==> src/rtl/mux_2_pkg.sv <==
// rtl/mux_2_pkg.sv - shared types and defaults for the two-input packet arbiter
package mux_2_pkg;

   typedef enum logic [1:0] {
      IDLE  = 2'd0,
      LOCK0 = 2'd1,
      LOCK1 = 2'd2
   } arb_state_t;

   localparam int MUX_2_ARB_WIDTH_DEF = 8;

endpackage

==> src/rtl/mux_2.sv <==
// rtl/mux_2.sv - single-bit 2:1 selection cell
module mux_2 (
   input  logic i0,
   input  logic i1,
   input  logic s,
   output logic y
);

   assign y = s ? i1 : i0;

endmodule

==> src/rtl/mux_2_arb.sv <==
// rtl/mux_2_arb.sv - packet-locked round-robin arbiter over two sources with a registered output beat
module mux_2_arb
   import mux_2_pkg::*;
#(
   parameter int WIDTH = MUX_2_ARB_WIDTH_DEF
) (
   input  logic             clk,
   input  logic             rst_n,
   input  logic [WIDTH-1:0] i0_data,
   input  logic             i0_valid,
   input  logic             i0_last,
   output logic             i0_ready,
   input  logic [WIDTH-1:0] i1_data,
   input  logic             i1_valid,
   input  logic             i1_last,
   output logic             i1_ready,
   output logic             s,
   output logic [WIDTH-1:0] out_data,
   output logic             out_valid,
   output logic             out_last,
   input  logic             out_ready
);

   arb_state_t       state;
   arb_state_t       state_next;
   logic             prio;
   logic             prio_next;
   logic             grant0;
   logic             grant1;
   logic             grant_sel;
   logic             free;
   logic             accept0;
   logic             accept1;
   logic             accept;
   logic             sel_last;
   logic [WIDTH-1:0] mux_data;

   // A locked state keeps its grant even while the owner idles, starving the other source.
   always_comb begin
      grant0 = 1'b0;
      grant1 = 1'b0;
      case (state)
         IDLE: begin
            if (i0_valid && i1_valid) begin
               grant0 = ~prio;
               grant1 = prio;
            end else if (i0_valid) begin
               grant0 = 1'b1;
            end else if (i1_valid) begin
               grant1 = 1'b1;
            end
         end
         LOCK0:   grant0 = 1'b1;
         LOCK1:   grant1 = 1'b1;
         default: begin
            grant0 = 1'b0;
            grant1 = 1'b0;
         end
      endcase
   end

   assign grant_sel = grant1;
   assign free      = ~out_valid | out_ready;
   assign i0_ready  = grant0 & free & rst_n;
   assign i1_ready  = grant1 & free & rst_n;
   assign accept0   = i0_ready & i0_valid;
   assign accept1   = i1_ready & i1_valid;
   assign accept    = accept0 | accept1;
   assign sel_last  = grant_sel ? i1_last : i0_last;

   always_comb begin
      state_next = state;
      prio_next  = prio;
      if (accept0) begin
         if (i0_last) begin
            state_next = IDLE;
            prio_next  = 1'b1;
         end else begin
            state_next = LOCK0;
         end
      end else if (accept1) begin
         if (i1_last) begin
            state_next = IDLE;
            prio_next  = 1'b0;
         end else begin
            state_next = LOCK1;
         end
      end
   end

   genvar k;
   generate
      for (k = 0; k < WIDTH; k++) begin : g_bit_mux
         mux_2 u_mux (
            .i0 (i0_data[k]),
            .i1 (i1_data[k]),
            .s  (grant_sel),
            .y  (mux_data[k])
         );
      end
   endgenerate

   always_ff @(posedge clk or negedge rst_n) begin
      if (!rst_n) begin
         state <= IDLE;
         prio  <= 1'b0;
      end else begin
         state <= state_next;
         prio  <= prio_next;
      end
   end

   // Draining without a reload only clears valid; data, last and select keep the old beat.
   always_ff @(posedge clk or negedge rst_n) begin
      if (!rst_n) begin
         out_valid <= 1'b0;
         out_data  <= '0;
         out_last  <= 1'b0;
         s         <= 1'b0;
      end else if (accept) begin
         out_valid <= 1'b1;
         out_data  <= mux_data;
         out_last  <= sel_last;
         s         <= grant_sel;
      end else if (out_ready) begin
         out_valid <= 1'b0;
      end
   end

endmodule
==> config.mk <==
export PLATFORM = sky130hd
export DESIGN_NAME = mux_2_arb
export DESIGN_NICKNAME = d
export VERILOG_FILES = /design/src/rtl/mux_2_pkg.sv /design/src/rtl/mux_2.sv /design/src/rtl/mux_2_arb.sv
export SDC_FILE = /design/constraint.sdc
export NUM_CORES = 1
export LEC_CHECK = 0
export ABC_CLOCK_PERIOD_IN_PS = 1200
export BUFFER_PORTS_ARGS = -buffer_cell sky130_fd_sc_hd__buf_2
export CAP_MARGIN = 20
export CORE_MARGIN = 8
export CORE_UTILIZATION = 42
export CTS_BUF_LIST = sky130_fd_sc_hd__clkbuf_2
export DETAILED_ROUTE_END_ITERATION = 8
export PLACE_DENSITY_LB_ADDON = 0.12
export SLEW_MARGIN = 5
export SYNTH_ARGS = -nofsm -noshare
export SYNTH_HDL_FRONTEND = slang
export SYNTH_SLANG_ARGS = --single-unit
==> constraint.sdc <==
create_clock -name clk -period 1.2 [get_ports clk]
set_input_delay 0.12 -clock clk [delete_from_list [all_inputs] [get_ports clk]]
set_output_delay 0.12 -clock clk [all_outputs]
set_load 0.005 [all_outputs]
# After elaboration in Yosys (flattened, before gate mapping)
# Index checks and enable logic that the tools add are counted.
[totals]
ff_bits = 14
out_inout_bits = 13
[classes]
eq_ne = 3
mux = 26
n_bitwise = 10
n_reduce_logical = 6
[op_table]
columns = ["op", "n"]
rows = [
  ["$mux W1", 21],
  ["$and A1 B1 Y1", 6],
  ["$mux W2", 3],
  ["$reduce_bool A2 Y1", 3],
  ["$pmux W1 S2", 2],
  ["$reduce_and A3 Y1", 1],
  ["$eq A2 B1 Y1 const B", 1],
  ["$eq A2 B2 Y1 const B", 1],
  ["$logic_not A2 Y1", 1],
  ["$ne A2 B2 Y1 const B", 1],
  ["$not A1 Y1", 2],
  ["$or A1 B1 Y1", 2],
  ["$logic_and A1 B1 Y1", 1],
]

# Depth between registers and ports, before layout
[logic_depth]
word_depth = 9
mapped_depth = 6

# Cells and area by module
# Synthesis repeated with hierarchy kept, for this count alone.
[unflattened]
cells_unflattened = 56
hier_area_um2 = 739.5
[modules_own_cells]
columns = ["module", "instances", "cells_per_inst", "area_each_um2", "seq_area_each_um2"]
rows = [
  ["mux_2_arb", 1, 48, 619.3, 350.3],
  ["mux_2", 8, 1, 15.0, 0.0],
]

# Least setup slack after synthesis
# OpenSTA, ideal clock, no wires.
[synth_timing]
kind = "register -> register"
startpoint = "register state[0]"
endpoint = "register prio"
setup_time_ns = 0.121
t_arrival_ns = 1.126
required_time_ns = 1.079
path_slack_ns = -0.047
stages_incl_launch_ff = 5
period_less_slack_ns = 1.247
cell_sequence = "dfrtp_1 nand2b_1 o2111ai_1 inv_1 a22o_1"
[synth_between]
elab_chain_len = 7
elab_cells_between_ends = 16
[synth_rtl]
columns = ["element", "line", "text"]
rows = [
  ["start: declaration", "mux_2_arb.sv:24", "arb_state_t state;"],
  ["start signal: assignment", "mux_2_arb.sv:108", "state <= state_next;"],
  ["$eq A2 B1 Y1 (tied with other cells)", "mux_2_arb.sv:42", "case (state)"],
  ["$pmux W1 S2", "mux_2_arb.sv:42", ""],
  ["$and A1 B1 Y1, on equally long branches (2 in series)", "mux_2_arb.sv:64, mux_2_arb.sv:65", ""],
  ["$and A1 B1 Y1, on equally long branches", "mux_2_arb.sv:66, mux_2_arb.sv:67", ""],
  ["$ne A2 B2 Y1 (no line) / $reduce_bool A2 Y1 (equally long branches)", "-", ""],
  ["$reduce_and A3 Y1 (no line)", "-", ""],
  ["end signal: assignment", "mux_2_arb.sv:109", "prio <= prio_next;"],
  ["end: declaration", "mux_2_arb.sv:26", "logic prio;"],
]
# Several ways; a longest one is shown, not always the timed one.
# A chain may end at the register's enable or synchronous reset.

# Worst setup path in the final report
[layout_timing]
startpoint = "register state[0]"
endpoint = "register out_data[7]"
[layout_between]
elab_chain_len = 6
elab_cells_between_ends = 13
[layout_rtl]
columns = ["element", "line", "text"]
rows = [
  ["$eq A2 B1 Y1 (tied with other cells)", "mux_2_arb.sv:42", ""],
  ["$pmux W1 S2", "mux_2_arb.sv:42", ""],
  ["$and A1 B1 Y1, on equally long branches (2 in series)", "mux_2_arb.sv:64, mux_2_arb.sv:65", ""],
  ["$and A1 B1 Y1, on equally long branches", "mux_2_arb.sv:66, mux_2_arb.sv:67", ""],
  ["$or A1 B1 Y1", "mux_2_arb.sv:68", "assign accept = accept0 | accept1;"],
  ["end signal: assignment", "mux_2_arb.sv:122", "out_data <= mux_data;"],
  ["end: declaration", "mux_2_arb.sv:18", "output logic [WIDTH-1:0] out_data,"],
]
# Several ways; a longest one is shown, not always the timed one.

==> results.cfg <==
[sta]
final.min_clock_period_ns = 1.43
whs_ns = 0.0453
slew_headroom_pct = 76.9
fin_skew_ns = 0.00387
layout_setup_ws_ns = -0.231
period_share_pct = 119
fmax_ghz = 0.699
tightestPinTransition_ns = 0.346
rsz0062_at_grt = true
fin_tns_setup_ns = -2.90
setup_viol = 16
hold_viol_final = 0
maxSlewViolCount = 0

[worst_setup_path]
crit_family = flip-flops
critPathMaxFanout = 5
reg2reg_slack_ns = -0.23
r2r_end = out_data[7]
rr_startpoint = state[0]
arrival_ns = 1.65
crit_buf_inv = 2
crit_slowest_cell = dfrtp_2
required_ns = 1.42
crit_chain = nor2b_4 -> buf_6 -> o211a_4 -> clkbuf_16 -> nor2_2 -> a21oi_2
crit_path_max_incr_delay_ns = 0.50
rr_worst_depth = 6
path_class = register to register
crit_path_end_kind = register
critical_path.startpoint_type = register

[routing]
wl_um = 2710
ant_nets = 0
remaining_drc_errors = 0
vias_per_cell = 5.10
vias = 790
wl_per_cell_um = 17.5
drt_iter0_markers = 10
first_pass_iters = 3

[logic_synthesis]
yosys.cell_types.count = 26
syn_nets = 94
synth_area_um2 = 769
synthArstFlopShare_pct = 100
ys.flop_type = dfrtp_1
synth_edf_count = 0
synthCells = 71
avgSynthCellArea_um2 = 10.8
ys_seq_area_share_pct = 45.5
synth_seq_cells = 14
yosys_warnings = 0

[floorplanning]
die-area_um2 = 3460
initial_core_util_pct = 44.6
die_x_um = 58.8
core-area_um2 = 1730
num_rows = 15
dieHeight_um = 58.8
ios = 36

[placed_design]
io_buffers = 35
gp_congestion = 0.798
dp_hpwl_um = 1560
dp_cells = 140
postPlaceCellArea_um2 = 1070

[final_layout]
areaGrowthSynthToFinish_pct = 84.7
n_antenna_cell = 0
layout.nets = 154
fin_util_pct = 82.3
instances_no_fill = 155
multi_input_area_um2 = 572
register_area_um2 = 352
final_area_um2 = 1420
fillers = 114
final_common_cell = buf_2
final_cell_mix = 35 x buf_2, 13 x dfrtp_1, 11 x buf_4
drive_above_1_share_pct = 82.3

[run_status]
status = finished, violations left
failed_checks = negative setup slack

[power]
leakage_nw = 0.638
power_density_nw_per_um2 = 2240
peakVddDrop_mv = 1.28

[clock_tree]
ctsLongestPathBuffers = 2
root_buffer = clkbuf_2
cts_buffers = 3
cts.sinks = 14
cts_tree = yes
clk_latency_ns = 0.28
path_clk_slew_ns = 0.14
h-tree-depth = 1

[job]
maxCapViolCount = 0

[global_routing]
track_usage_pct = 13.6
grt_pass1_vias = 801
antenna_found_initial = 0
overflow = 0
grt_pass1_wl_um = 3630
grt_start_max_net_pins = 10

[worst_hold_path]
min_path_type = primary input to async pin
-- stage by stage --
stage	worst slack, ns	total power, mW
finish	-0.231	3.19
global route	-0.287	3.36
floorplan	-0.000420	1.67
global placement	-0.0960	2.15
CTS	-0.155	2.70
detailed placement	-0.111	2.18
-- worst register-to-register path, cell delays in order (launching register included) --
cell	delay [ns]
dfrtp_2	0.50
nor2b_4	0.20
buf_6	0.14
o211a_4	0.23
clkbuf_16	0.18
nor2_2	0.04
a21oi_2	0.09
-- per-layer routing --
metal,share of wire [%],GRT usage (%),vias to the layer above
met3,5.4,3.26,10
met2,51,23.2,28
li1,-,-,371
met5,0,0,-
met1,40,15.2,381
met4,3.4,7.17,0
-- repair_timing --
| item | 4_1_cts | 5_1_grt |
|---|---|---|
| pin swaps | 11 | 11 |
| endpoints found under the setup margin | 14 | 16 |
| gates resized for setup | 22 | 30 |
| cloned | 1 | 1 |
| hold endpoints to repair | 14 | 1 |
| setup buffers | 4 | 4 |
| hold buffers | 1 | 1 |
-- power breakdown --
group          internal (mW)  switching, mW  total (mW)
clock network         0.0724          0.159       0.232
registers              0.696          0.199       0.895
logic                   1.16          0.897        2.06
-- cell type report --
type,count,share of cell area [%]
well taps,25,2.20
repair buffers,58,31.0
clock buffers,3,1.06
multi-input cells,52,40.2
flip-flops and latches,14,24.7
clock inverters,1,0.264
inverters,2,0.528
-- registers in the layout, indices dropped and copies added (netlist names) --
name,count
out_data,8
state,2
s,1
out_last,1
prio,1
out_valid,1
-- kinds of logic (layout without fill, tap and decap cells) --
group / after synthesis / count (layout) / share of synthesized area, %
buffers and inverters: 5 / 64 / 6.02
multiplexers: 8 / 8 / 10.4
flip-flops: 14 / 14 / 45.5
AO/OA/AOI/OAI: 18 / 18 / 19.0
AND/OR/NAND/NOR: 26 / 26 / 19.0
-- cells in the mapped netlist, drive strengths merged (2+ instances only) --
master	count	area [um^2]
a21oi	10	83.8
buf	3	38.8
nor2b	3	28.8
nand2b	3	18.8
nor3	2	10.0
a31oi	2	12.5
nor2	14	70.1
inv	2	7.51
dfrtp	14	350
mux2i	8	80.1
nand2	2	7.51
-- how the worst max path moves through the flow --
stage                         start     endpoint  slack, ns  depth (start not counted)
after floorplan            state[0]         prio    -0.0004                          4
after global placement     state[0]  out_data[6]       -0.1                          5
after detailed placement   state[0]  out_data[3]      -0.11                          5
after CTS                  state[0]     i1_ready      -0.15                          4
after global routing      out_valid     i0_ready      -0.29                          5
final                      state[0]  out_data[7]      -0.23                          6
No activity file was read; power rests on OpenSTA's default activity.
